===== src/rtl/div_radix2_pkg.sv =====
// Shared defines for the integer execute unit: ALU control codes plus the
// divider's datapath width, counter width and FSM state encoding.
// Optional feature macro: DIV_ZERO_FAST_EN. When it is defined, a divide by
// zero finishes in one cycle instead of running the full iterative path.
package div_radix2_pkg;

    localparam int DIV_DATA_W = 32;
    localparam int DIV_CNT_W  = 6;
    localparam logic [DIV_CNT_W-1:0] DIV_LAST_STEP = 6'd31;

    typedef enum logic [1:0] {
        DIV_IDLE = 2'd0,
        DIV_BUSY = 2'd1,
        DIV_DONE = 2'd2
    } div_state_t;

    typedef enum logic [3:0] {
        ALU_ADD  = 4'd0,
        ALU_SUB  = 4'd1,
        ALU_AND  = 4'd2,
        ALU_OR   = 4'd3,
        ALU_XOR  = 4'd4,
        ALU_SLL  = 4'd5,
        ALU_SRL  = 4'd6,
        ALU_SRA  = 4'd7,
        ALU_SLT  = 4'd8,
        ALU_SLTU = 4'd9,
        ALU_DIV  = 4'd10,
        ALU_DIVU = 4'd11
    } alu_ctrl_t;

    // Two's-complement negate when neg is set, pass-through otherwise.
    function automatic logic [DIV_DATA_W-1:0] cond_neg(input logic [DIV_DATA_W-1:0] x,
                                                       input logic neg);
        return neg ? (~x + {{(DIV_DATA_W-1){1'b0}}, 1'b1}) : x;
    endfunction

endpackage


===== src/rtl/div_radix2_step.sv =====
// One restoring-division step: shift the next dividend bit into the partial
// remainder, trial-subtract the divisor, keep the difference if it did not
// borrow. The quotient bit is the inverted borrow.
module div_step
    import div_radix2_pkg::*;
(
    input  logic [DIV_DATA_W-1:0] rem_in,
    input  logic                  bit_in,
    input  logic [DIV_DATA_W-1:0] divisor,
    output logic [DIV_DATA_W-1:0] rem_out,
    output logic                  q_bit
);

    logic [DIV_DATA_W:0] shifted;
    logic [DIV_DATA_W:0] diff;

    // Trial subtract on a 33-bit window so the borrow lands in the top bit.
    always_comb begin
        shifted = {rem_in, bit_in};
        diff    = shifted - {1'b0, divisor};
        q_bit   = ~diff[DIV_DATA_W];
        rem_out = q_bit ? diff[DIV_DATA_W-1:0] : shifted[DIV_DATA_W-1:0];
    end

endmodule


===== src/rtl/div_radix2.sv =====
// Iterative radix-2 restoring divider for the EX stage: one quotient bit per
// cycle, signed (DIV) and unsigned (DIVU), result = {remainder, quotient}.
// Handshake: the EX stage holds valid high until it consumes the result; the
// unit stalls the pipe while it is being asked (IDLE & valid) or computing
// (BUSY), presents ready in DONE, and returns to IDLE on ex_adv. flush aborts
// from any state and wins over valid and ex_adv.
// Optional macro: DIV_ZERO_FAST_EN -- divide by zero goes IDLE -> DONE directly.
module div_radix2
    import div_radix2_pkg::*;
#(
    parameter int DATA_W = DIV_DATA_W
) (
    input  logic                clk,
    input  logic                rst,
    input  logic                flush,
    input  logic [DATA_W-1:0]   a,
    input  logic [DATA_W-1:0]   b,
    input  logic                valid,
    input  logic                sign,
    input  logic                ex_adv,
    output logic                div_stall,
    output logic                ready,
    output logic [2*DATA_W-1:0] result
);

    div_state_t           state;
    logic [DIV_CNT_W-1:0] cnt;
    logic [DATA_W-1:0]    rem_r;
    logic [DATA_W-1:0]    quo_r;
    logic [DATA_W-1:0]    dvs_r;
    logic                 neg_q;
    logic                 neg_r;
    logic [2*DATA_W-1:0]  res_r;
    logic                 ready_r;

    logic [DATA_W-1:0]    rem_nxt;
    logic [DATA_W-1:0]    quo_nxt;
    logic                 q_bit;
    logic                 sa;
    logic                 sb;
    logic                 b_zero;
    logic                 fast_zero;

    // quo_r starts as |a| and shifts left; dividend bits leave the top while
    // quotient bits enter the bottom, so after 32 steps it holds the quotient.
    div_step u_step (
        .rem_in  (rem_r),
        .bit_in  (quo_r[DATA_W-1]),
        .divisor (dvs_r),
        .rem_out (rem_nxt),
        .q_bit   (q_bit)
    );

    assign quo_nxt = {quo_r[DATA_W-2:0], q_bit};
    assign sa      = sign & a[DATA_W-1];
    assign sb      = sign & b[DATA_W-1];
    assign b_zero  = (b == '0);

`ifdef DIV_ZERO_FAST_EN
    assign fast_zero = b_zero;
`else
    assign fast_zero = 1'b0;
`endif

    // Divider FSM: capture, 32 restoring steps, then hold the result until consumed.
    always_ff @(posedge clk or negedge rst) begin
        if (!rst) begin
            state   <= DIV_IDLE;
            cnt     <= '0;
            rem_r   <= '0;
            quo_r   <= '0;
            dvs_r   <= '0;
            neg_q   <= 1'b0;
            neg_r   <= 1'b0;
            res_r   <= '0;
            ready_r <= 1'b0;
        end else if (flush) begin
            state   <= DIV_IDLE;
            cnt     <= '0;
            ready_r <= 1'b0;
        end else begin
            case (state)
                DIV_IDLE: begin
                    if (valid) begin
                        if (fast_zero) begin
                            // Same value the full path produces for b == 0.
                            res_r   <= {a, {DATA_W{1'b1}}};
                            ready_r <= 1'b1;
                            state   <= DIV_DONE;
                        end else begin
                            rem_r <= '0;
                            quo_r <= cond_neg(a, sa);
                            dvs_r <= cond_neg(b, sb);
                            // A zero divisor yields all-ones quotient and the
                            // dividend as remainder; only the remainder keeps a's sign.
                            neg_q <= (sa ^ sb) & ~b_zero;
                            neg_r <= sa;
                            cnt   <= '0;
                            state <= DIV_BUSY;
                        end
                    end
                end
                DIV_BUSY: begin
                    rem_r <= rem_nxt;
                    quo_r <= quo_nxt;
                    cnt   <= cnt + 1'b1;
                    if (cnt == DIV_LAST_STEP) begin
                        res_r   <= {cond_neg(rem_nxt, neg_r), cond_neg(quo_nxt, neg_q)};
                        ready_r <= 1'b1;
                        state   <= DIV_DONE;
                    end
                end
                DIV_DONE: begin
                    if (ex_adv) begin
                        ready_r <= 1'b0;
                        state   <= DIV_IDLE;
                    end
                end
                default: begin
                    ready_r <= 1'b0;
                    state   <= DIV_IDLE;
                end
            endcase
        end
    end

    // Stall while a divide is being requested or computed; never during reset or flush.
    always_comb begin
        div_stall = rst & ~flush &
                    (((state == DIV_IDLE) & valid) | (state == DIV_BUSY));
    end

    assign ready  = ready_r;
    assign result = res_r;

endmodule


===== config.mk =====
export PLATFORM = sky130hd
export DESIGN_NAME = div_radix2
export DESIGN_NICKNAME = d
export VERILOG_FILES = /design/src/rtl/div_radix2_pkg.sv /design/src/rtl/div_radix2_step.sv /design/src/rtl/div_radix2.sv
export SDC_FILE = /design/constraint.sdc
export NUM_CORES = 1
export LEC_CHECK = 0
export BUFFER_PORTS_ARGS = -buffer_cell sky130_fd_sc_hd__buf_2
export CAP_MARGIN = 10
export CORE_MARGIN = 5
export CORE_UTILIZATION = 45
export DETAILED_ROUTE_END_ITERATION = 10
export GPL_TIMING_DRIVEN = 0
export HOLD_SLACK_MARGIN = 0.02
export RECOVER_POWER = 25
export SLEW_MARGIN = 20
export SYNTH_ARGS = -nofsm -noshare
export SYNTH_HDL_FRONTEND = slang
export SYNTH_SLANG_ARGS = --single-unit

===== constraint.sdc =====
create_clock -name clk -period 10.33 [get_ports clk]
set_input_delay 0.5165 -clock clk [delete_from_list [all_inputs] [get_ports clk]]
set_output_delay 0.5165 -clock clk [all_outputs]
set_load 0.005 [all_outputs]

==> Word-level counts from Yosys, hierarchy flattened <==
Cells that the tools add are included.
{ "classes": {"shift": 0, "muxes": 21, "n_mul": 0, "n_bitwise": 15, "n_addsub": 6, "eq_ne": 8, "reduce_logical": 10, "div": 0, "magnitude_cmp": 0} }
{ "op_table": {"columns": ["op", "count"], "rows": [
  ["32-bit 2-to-1 mux", 7],
  ["32-bit by 1-bit adder with 32-bit output (second input constant)", 4],
  ["32-bit inverter", 4],
  ["32-bit case mux with 2 select lines", 2],
  ["33-bit by 32-bit subtractor with 33-bit output", 1],
  ["32-bit zero test", 1],
  ["3-bit AND reduction", 5],
  ["6-bit 2-to-1 mux", 2],
  ["6-bit case mux with 2 select lines", 1],
  ["3-bit inequality test (second input constant)", 3],
  ["2-bit 2-to-1 mux", 4],
  ["6-bit by 1-bit adder with 6-bit output (second input constant)", 1],
  ["1-bit AND", 6],
  ["6-bit by 5-bit equality test with 1-bit output (second input constant)", 1],
  ["2-bit case mux with 3 select lines", 1],
  ["2-bit inequality test (second input constant)", 2],
  ["1-bit 2-to-1 mux", 3],
  ["1-bit inverter", 3],
  ["1-bit case mux with 3 select lines", 1],
  ["3-bit nonzero test", 1],
  ["2-bit by 1-bit equality test with 1-bit output (second input constant)", 1],
  ["2-bit equality test (second input constant)", 1],
  ["2-bit zero test", 1],
  ["2-bit AND reduction", 1],
  ["other kinds (3)", 3]
]} }
{ "word_totals": {"regBits": 171, "latchBits": 0, "wordCells": 69, "ramBits": 0, "output_inout_bits": 66, "mem_bits_ro": 0, "n_memories": 0, "input_bits": 70} }

==> Depth between registers and ports, before layout <==
Gate-level depths: netlist of run 1.
{ "logic_depth": {"word_depth": 5, "mapped_depth": 26, "ltp_nobuf": 22} }

==> Hierarchy <==
Synthesis of run 1 repeated with hierarchy kept, for this count alone.
{ "hier_totals": {"cells_unflattened": 1317, "area_unflattened_um2": 11410.9} }
{ "modules_own_cells": {"columns": ["module", "instances", "seq_area_each_um2", "area_per_inst_um2", "cells_each"], "rows": [
  ["div_radix2", 1, 4279.1, 9093.7, 1008],
  ["div_step", 1, 0.0, 2317.2, 309]
]} }

==> Worst setup path before layout of run 1 <==
Ideal clock, no wire load.
{ "synth_timing": {"kind": "register to register", "from": "register quo_r[31]", "to": "register res_r[58] (netlist: result[58])", "slack_ns": 5.578, "t_arrival_ns": 4.620, "path_buffers": 4, "period_less_slack_ns": 4.752, "setup_ns": 0.132, "path_stages_with_launch": 26, "required_time_ns": 10.198, "path_cell_list": "dfrtp_1 inv_1 ha_1 fa_1 nand2b_1 a21o_1 a211oi_2 o21a_1 o211a_1 buf_6 inv_4 buf_6 buf_4 buf_2 a21oi_1 ha_1 inv_1 or4_1 nor3_1 nand3_1 nor2_1 a41oi_1 a21o_1 o31ai_2 xnor2_1 o21ai_1"} }
{ "synth_between": {"elab_chain_cells": 5} }
{ "synth_rtl": {"columns": ["element", "line_no", "text"], "rows": [
  ["start, declared", "div_radix2.sv:29", "logic [DATA_W-1:0] quo_r;"],
  ["start signal, assigned", "div_radix2.sv:92", "quo_r <= cond_neg(a, sa);"],
  ["start signal, assigned", "div_radix2.sv:105", "quo_r <= quo_nxt;"],
  ["33-bit by 32-bit subtractor with 33-bit output", "div_radix2_step.sv:20", "diff = shifted - {1'b0, divisor};"],
  ["32-bit 2-to-1 mux (*)", "div_radix2_step.sv:22", "rem_out = q_bit ? diff[DIV_DATA_W-1:0] : shifted[DIV_DATA_W-1:0];"],
  ["32-bit inverter", "div_radix2_pkg.sv:35", "return neg ? (~x + {{(DIV_DATA_W-1){1'b0}}, 1'b1}) : x;"],
  ["32-bit by 1-bit adder with 32-bit output", "div_radix2_pkg.sv:35", null],
  ["32-bit 2-to-1 mux (*)", "div_radix2_pkg.sv:35", null],
  ["end signal, assigned", "div_radix2.sv:87", "res_r <= {a, {DATA_W{1'b1}}};"],
  ["end signal, assigned", "div_radix2.sv:108", "res_r <= {cond_neg(rem_nxt, neg_r), cond_neg(quo_nxt, neg_q)};"],
  ["end, declared", "div_radix2.sv:33", "logic [2*DATA_W-1:0] res_r;"]
]} }
Every way passes the cells marked *; elsewhere a longest branch is shown, timed or not.
A chain may end at the register's enable or synchronous reset.

==> Final worst setup path of run 1 <==
{ "layout_timing": {"from": "register dvs_r[0]", "to": "register res_r[60] (netlist: result[60])"} }
{ "layout_between": {"elab_chain_cells": 5} }
{ "layout_rtl": {"columns": ["element", "line_no", "text"], "rows": [
  ["start, declared", "div_radix2.sv:30", "logic [DATA_W-1:0] dvs_r;"],
  ["start signal, assigned", "div_radix2.sv:93", "dvs_r <= cond_neg(b, sb);"],
  ["33-bit by 32-bit subtractor with 33-bit output (*)", "div_radix2_step.sv:20", null],
  ["32-bit 2-to-1 mux (*)", "div_radix2_step.sv:22", null],
  ["32-bit inverter", "div_radix2_pkg.sv:35", null],
  ["32-bit by 1-bit adder with 32-bit output", "div_radix2_pkg.sv:35", null],
  ["32-bit 2-to-1 mux (*)", "div_radix2_pkg.sv:35", null]
]} }
Marks and branches as above.

==> results.yml, run 1 <==
floorplan:
  die-area_mm2: 0.03082
  fp-row-count: 60
  floorplan.die.height_um: 175.6
  initial_utilization_pct: 45.77
  pin_count: 136
  die_w_um: 175.6
  core-area_mm2: 0.02695
cts:
  clkTransAtPathRegs_ns: 0.08
  cts.root.buffer_cell: "clkbuf_16"
  ctsHtreeMaxLevel: 4
  postCtsResizedCells: 0
  cts_buffers: 17
  clock-sinks: 171
  post-cts-setup-buffer-count: 0
  cts_max_path_buffers: 2
  tritoncts: "yes"
  hold_buffers: 0
  insertion_delay_ns: 0.45
power_and_ir_drop:
  seq_power_share_pct: 37.1
  power.ir.vdd_worst_mv: 0.09570
  switching_part_of_the_total_pct: 40.04
  intPower_w: 0.001327
  comb_power_share_pct: 31.7
  power.clock.fraction_pct: 31.2
  net-switching-power_w: 0.0008866
  pleak_nw: 6.378
  cellPowerDensity_mw_per_mm2: 157.1
synth:
  synth_edf_count: 0
  ys_seq_elements: 171
  postSynthAreaPerCell_um2: 8.089
  syn_area_mm2: 0.01234
  ys_seq_area_share_pct: 34.69
  gate_count_post_synth: 1525
  synth.distinct_cells: 85
  async_flop_share_pct: 100.0
  synthFlopType: "dfrtp_1"
  synthesis.yosys.warnings: 0
  mappedNetlistNets: 1633
global_routing:
  grt_antenna_before_repair: 0
  global_route_usage_over_all_layers_pct: 25.78
  global_route.overflow_total: 0
  via_count_of_the_first_global_routing_pass: 11060
  grt_pass1_wl_um: 63660
  pin_count_of_the_biggest_net_entering_global_routing: 95
final_layout:
  final_area_mm2: 0.01409
  antenna-diode-count: 0
  fin_nets: 1787
  flow.area_growth_from_synthesis_pct: 14.23
  num-fill-cells: 2650
  final_core_utilization_pct: 52.28
  drive_gt1_share_pct: 13.95
routing:
  drt-vias-per-instance: 5.866
  route.vias.total: 11930
  final_antenna_net_count: 0
  drc: 0
  drt_iter0_markers: 1210
  drt_pre_antenna_iters: 5
  avgRoutedWirePerCell_um: 19.90
  totalWireLength_um: 40460
timing:
  final_max_slew_viol_count: 79
  worst_slew_pin_slew_ns: 4.444
  layout_min_cycle_time_ns: 6.140
  timing.max_slew.rel_slack_pct: -196.3
  fin_setup_tns_ns: 0
  report.final.setup_viol: 0
  skew_ns: 0.02072
  final_min_period_over_clock_period_pct: 59.44
  finalHoldViolations: 0
  max_clock_freq_mhz: 162.9
  rsz0062_at_grt: "no"
worst_setup_path:
  worst_setup_path_end_kind: "flip-flop"
  max_stage_delay_ns: 0.51
  worstPathRequired_ns: 10.63
  critical_path.max_fanout: 10
  startpoint_type: "flip-flop"
  timing_worst_setup_path_type: "flip-flop to flip-flop"
  arrival_ns: 6.44
  crit_path_top_delay_cell: "or4_1"
run_status:
  status: "finished with violations"
  violations: "max-capacitance violations, max-slew violations"
place:
  gp_routability_congestion: 0.9274
  detailed_place.area_mm2: 0.01347
  detailedPlacementHpwl_um: 31500
  port-buffer-count: 134
job:
  cap_violations: 1
min_path:
  hp-class: "input pin to flip-flop"
==> power groups by stage <==
stage	Sequential (W)	Clock, W	Combinational, W
floorplan	0.000801	0	0.000493
CTS	0.000817	0.000697	0.000694
global route	0.000829	0.000728	0.000779
finish	0.000820	0.000691	0.000703
detailed placement	0.000831	0	0.000689
global placement	0.000827	0	0.000682
==> synthesized netlist by cell type, drive strengths merged, types with 6 or more instances <==
library cell  count  area, um^2
ha               37       462.9
buf              29       197.7
xnor2            67       586.8
o41ai             9       78.83
a211oi            9       72.57
mux2i            28       284.0
a21o             22       165.2
o211ai            7       57.55
nand3            21       105.1
a2111oi           6       91.34
o22ai            35       219.0
or4              12       93.84
dfrtp           171        4279
o21ai           161       805.8
nor3             38       210.2
nor4             13       81.33
nand3b            7       52.55
nand2           217       814.5
nor2            132       503.0
a21oi           144       750.7
xor2             72       630.6
inv              57       216.5
or3              16       105.1
nand4            16       118.9
and3             12       75.07
a31oi             8       50.05
clkbuf           60       229.0
o31ai            24       195.2
nand2b           15       93.84
and2             13       81.33
==> per-layer routing <==
metal | share of wire, % | vias up | GRT usage [%]
li1 | - | 5726 | -
met1 | 49 | 5747 | 40.05
met2 | 42 | 402 | 37.78
met3 | 7.1 | 50 | 4.176
met4 | 1.6 | 0 | 5.491
met5 | 0 | - | 0
==> cell families (layout without fill, tap and decap cells) <==
group	count (synthesis)	after routing	synth area share, %
AND/OR/NAND/NOR	537	537	20.63
AO/OA/AOI/OAI	462	462	23.01
flip-flops	171	171	34.69
buffers and inverters	146	313	5.213
XOR/XNOR	139	139	9.869
adder cells (fa/ha/maj)	38	38	3.915
multiplexers	32	32	2.668
==> sequential cells by signal (all words and copies together) (netlist names) <==
register,count
rem_r,32
state,2
neg_q,1
cnt,6
neg_r,1
quo_r,32
ready,1
dvs_r,32
result,64
==> through the flow <==
stage / hold WS (ns) / power (W) / std cells / setup WS (ns)
floorplan: 0.2209 / 0.001294 / 1525 / 5.578
global placement: 0.4590 / 0.001509 / 2000 / 4.391
detailed placement: 0.4661 / 0.001520 / 2001 / 4.381
CTS: 0.07226 / 0.002208 / 2033 / 4.342
global route: 0.3273 / 0.002336 / 2033 / 3.910
finish: 0.3177 / 0.002214 / 2033 / 4.190
==> worst max-delay path, delay by kind of cell, from the launching register on <==
kind                       cells  cell delay, ns
AOI/OAI and AO/OA              9            1.96
DFF                            1            0.46
xor gates and xnor gates       1            0.21
buffers and inverters          6            1.14
adders and majority gates      3            0.92
and+or+nand+nor                6            1.31
==> layout by cell type (no fill, tap or decap), types with 34 or more instances in the layout <==
master    synthesis  final
dfrtp_1         171    171
ha_1             37     37
xor2_1           72     72
a21oi_1         136    136
nor3_1           34     34
buf_2            11    144
inv_1            56     56
o21ai_0         136    136
nand2_1         217    217
xnor2_1          67     67
clkbuf_1         57     58
o22ai_1          35     35
nor2_1          131    131
==> area by class of cell <==
cell class / instances / area [um^2] / area share (%)
multi-input cells: 1208 / 7413 / 52.61
inverters: 57 / 216.5 / 1.536
well taps: 341 / 426.7 / 3.028
clock inverters: 15 / 206.4 / 1.465
flip-flops and latches: 171 / 4279 / 30.37
plain buffers: 89 / 426.7 / 3.028
repair buffers: 135 / 696.9 / 4.946
clock buffers: 17 / 425.4 / 3.019
==> final timing paths <==
| path | from | end | slack (ns) | cells past startpoint |
|---|---|---|---|---|
| worst max-delay path | dvs_r[0]$_DFFE_PN0P_ | result[60]$_DFFE_PN0P_ | 4.19 | 25 |
| worst min-delay path | flush | ready$_DFFE_PN0P_ | 0.32 | 2 |
| worst max register to register | dvs_r[0]$_DFFE_PN0P_ | result[60]$_DFFE_PN0P_ | 4.19 | 25 |
| worst min register to register | result[7]$_DFFE_PN0P_ | result[7]$_DFFE_PN0P_ | 0.48 | 2 |
| max in group asynchronous | rst | dvs_r[7]$_DFFE_PN0P_ | 6.17 | 1 |
| min in group asynchronous | rst | result[13]$_DFFE_PN0P_ | 1.62 | 1 |
No activity file was read; power rests on OpenSTA's default activity.
==> run 2, diff against run 1 <==
--- a/config.mk
+++ b/config.mk
@@ -5,6 +5,7 @@
 export SDC_FILE = /design/constraint.sdc
 export NUM_CORES = 1
 export LEC_CHECK = 0
+export ABC_AREA = 1
 export BUFFER_PORTS_ARGS = -buffer_cell sky130_fd_sc_hd__buf_2
 export CAP_MARGIN = 10
 export CORE_MARGIN = 5
@@ -12,6 +13,7 @@
 export DETAILED_ROUTE_END_ITERATION = 10
 export GPL_TIMING_DRIVEN = 0
 export HOLD_SLACK_MARGIN = 0.02
+export PLACE_DENSITY = 0.66
 export RECOVER_POWER = 25
 export SLEW_MARGIN = 20
 export SYNTH_ARGS = -nofsm -noshare
==> constraint.sdc (replaced) <==
create_clock -name clk -period 5.5 [get_ports clk]
set_input_delay 0.275 -clock clk [delete_from_list [all_inputs] [get_ports clk]]
set_output_delay 0.275 -clock clk [all_outputs]
set_load 0.005 [all_outputs]
==> run 2 against run 1 <==
Critical path depth rose by 2. The run still ends with max-capacitance violations, max-slew violations left. Largest cell class unchanged. Largest power group is now combinational cells. Power rose to 4.0 times the previous value. Combinational power rose to 8.3 times the previous value. Via count rose by 9.3%.
==> results.yml, run 2 <==
run_status:
  status: "finished with violations"
  violations: "max-capacitance violations, max-slew violations"
routing:
  avgRoutedWirePerCell_um: 17.05
  final_antenna_net_count: 0
  drt_pre_antenna_iters: 6
  totalWireLength_um: 42090
  drt_iter0_markers: 1097
  drc: 0
  drt-vias-per-instance: 5.280
  route.vias.total: 13040
synth:
  post_synth_most_frequent_cells: "nand2_1, inv_1, nor2_1"
  synth_edf_count: 0
  ys_seq_area_share_pct: 33.44
  postSynthAreaPerCell_um2: 6.660
  synth.distinct_cells: 51
  synthFlopType: "dfrtp_1"
  synth_largest_type_area_fraction_pct: 33.44
  async_flop_share_pct: 100.0
  ys_seq_elements: 171
  mappedNetlistNets: 2029
  synth.largest_area_cell: "dfrtp_1"
  post-synth-top-count-cell: "nand2_1"
  gate_count_post_synth: 1921
  netlist_top_cells_area: "dfrtp_1, nand2_1, inv_1, o21ai_0, nor2_1"
  synthesis.yosys.warnings: 0
  syn_area_mm2: 0.01279
final_layout:
  fin_nets: 2186
  area_taken_by_flip_flops_and_latches_mm2: 0.004279
  antenna-diode-count: 0
  largest_register_ffs: 64
  multiInputGateArea_mm2: 0.007336
  flow.area_growth_from_synthesis_pct: 14.01
  layout_common_cells: "nand2_1, inv_1, nor2_1"
  final_area_mm2: 0.01459
  post_layout_nonfiller_instances: 2469
  final_common_cell: "nand2_1"
  drive_gt1_share_pct: 11.91
  num-fill-cells: 2867
worst_setup_path:
  timing_worst_setup_path_type: "flip-flop to flip-flop"
  critical_path.max_fanout: 10
  startpoint_type: "flip-flop"
  worst_setup_path_startpoint: "dvs_r[0]$_DFFE_PN0P_"
  worstReg2RegStart: "dvs_r[0]$_DFFE_PN0P_"
  ff2ff_setup_slack_ns: 1.06
  regToRegEndpoint: "result[28]$_DFFE_PN0P_"
  worst_r2r_path_depth: 27
  worstPathRequired_ns: 5.86
  worst_setup_path_endpoint: "result[28]$_DFFE_PN0P_"
  worst_setup_path_end_kind: "flip-flop"
  crit_path_top_delay_cell: "fa_1"
  max_stage_delay_ns: 0.42
  cpMostUsedCell: "nand2_1"
  arrival_ns: 4.79
timing:
  worst_slew_pin_slew_ns: 2.646
  timing.max_slew.rel_slack_pct: -76.42
  finalHoldViolations: 0
  rsz0062_at_grt: "no"
  fin_ws_ns: 1.063
  max_clock_freq_mhz: 225.4
  fin_setup_tns_ns: 0
  final_min_period_over_clock_period_pct: 80.67
  final_max_slew_viol_count: 108
  report.final.setup_viol: 0
  layout_min_cycle_time_ns: 4.437
  skew_ns: 0.02225
cts:
  insertion_delay_ns: 0.45
  post-cts-setup-buffer-count: 0
  cts_buffers: 17
  cts.root.buffer_cell: "clkbuf_16"
  tritoncts: "yes"
  clock-sinks: 171
  cts_max_path_buffers: 2
  ctsHtreeMaxLevel: 4
  clkTransAtPathRegs_ns: 0.08
place:
  detailedPlacementHpwl_um: 34420
  detailed_place.area_mm2: 0.01401
  gp_routability_congestion: 0.9581
  port-buffer-count: 135
  placedCellCount: 2436
  post_place_setup_slack_ns: 1.123
power_and_ir_drop:
  cellPowerDensity_mw_per_mm2: 608.0
  pleak_nw: 7.594
  report.power.total_w: 0.008870
  power.ir.vdd_worst_mv: 0.3163
global_routing:
  global_route_usage_over_all_layers_pct: 26.78
  globalRouteMet1Util_pct: 36.00
  global_route.overflow_total: 0
  groute.layer.met3.usage_pct: 2.798
  pin_count_of_the_biggest_net_entering_global_routing: 68
  grtUsageMet2_pct: 45.46
  grt_antenna_before_repair: 0
  grt_busiest_layer: "met2"
  grt_pass1_wl_um: 66920
  via_count_of_the_first_global_routing_pass: 12730
job:
  cap_violations: 2
floorplan:
  fp-row-count: 61
  core-area_mm2: 0.02793
  pin_count: 136
  initial_utilization_pct: 45.80
  floorplan.die.height_um: 178.6
  die_w_um: 178.6
  die-area_mm2: 0.03191
min_path:
  hp-class: "input pin to flip-flop"
[run 2: changes by cell type after synthesis, moves of 37 or more]
cell	before	now
inv_1	56	222
nand3_1	21	108
a21oi_1	136	62
nor2_1	131	179
nand2_1	217	599
xnor2_1	67	30
[run 2: metal layers]
metal / vias up / share of wire, %
met2: 388 / 48
met3: 63 / 4.5
met5: - / 0
met1: 6069 / 45
li1: 6516 / -
met4: 0 / 2.8
[run 2: report_power, final]
part	internal [W]	total, W	switching [W]
clock	0.000613	0.00122	0.000610
sequential	0.00150	0.00177	0.000269
combinational	0.00186	0.00587	0.00401
total	0.00398	0.00887	0.00489
[run 2: worst min-delay path by stage]
| stage | start | endpoint | slack (ns) | cells past startpoint |
|---|---|---|---|---|
| floorplan | rst | cnt[0]$_DFFE_PN0P_ | -0.02 | 0 |
| global placement | result[62]$_DFFE_PN0P_ | result[62]$_DFFE_PN0P_ | 0.46 | 2 |
| detailed placement | rst | rem_r[30]$_DFFE_PN0P_ | 0.20 | 1 |
| CTS | ex_adv | state[1]$_DFFE_PN0P_ | 0.09 | 4 |
| global route | ex_adv | state[1]$_DFFE_PN0P_ | 0.17 | 4 |
| finish | ex_adv | state[1]$_DFFE_PN0P_ | 0.1 | 4 |
[run 2: kinds of logic (layout without fill, tap and decap cells)]
| family | Yosys count | count (layout) | synth area share, % |
|---|---|---|---|
| fa+ha+maj | 38 | 38 | 3.775 |
| buf+inv | 297 | 467 | 9.222 |
| simple gates | 1002 | 1002 | 33.03 |
| flops | 171 | 171 | 33.44 |
| xor+xnor | 94 | 94 | 6.435 |
| compound gates | 319 | 319 | 14.09 |
[run 2: final cells by class]
type	instances	share of cell area (%)
plain buffers	61	2.016
well taps	378	3.242
inverters	236	6.073
flip-flops and latches	171	29.33
clock inverters	15	1.218
repair buffers	138	4.915
clock buffers	17	2.916
multi-input cells	1453	50.29
[run 2: metrics by stage]
step | utilization (%) | hold slack [ns]
3_3_place_gp | 49.91 | 0.4566
2_1_floorplan | - | -0.02059
5_1_grt | 52.22 | 0.1660
4_1_cts | 52.34 | 0.08595
6_report | 52.22 | 0.09843
3_5_place_dp | 50.15 | 0.2006
[run 2: timing repair]
action / in CTS / in global routing
resized for setup: 0 / 0
hold buffers: 1 / 0
hold endpoints to repair: 42 / 0
[run 2: worst max-delay path, delay by kind of cell, from the launching register on]
kind / cells / cell delay, ns
flops: 1 / 0.40
simple gates: 17 / 2.14
fa+ha+maj: 3 / 0.81
compound gates: 2 / 0.34
xor+xnor: 1 / 0.14
buf+inv: 4 / 0.51
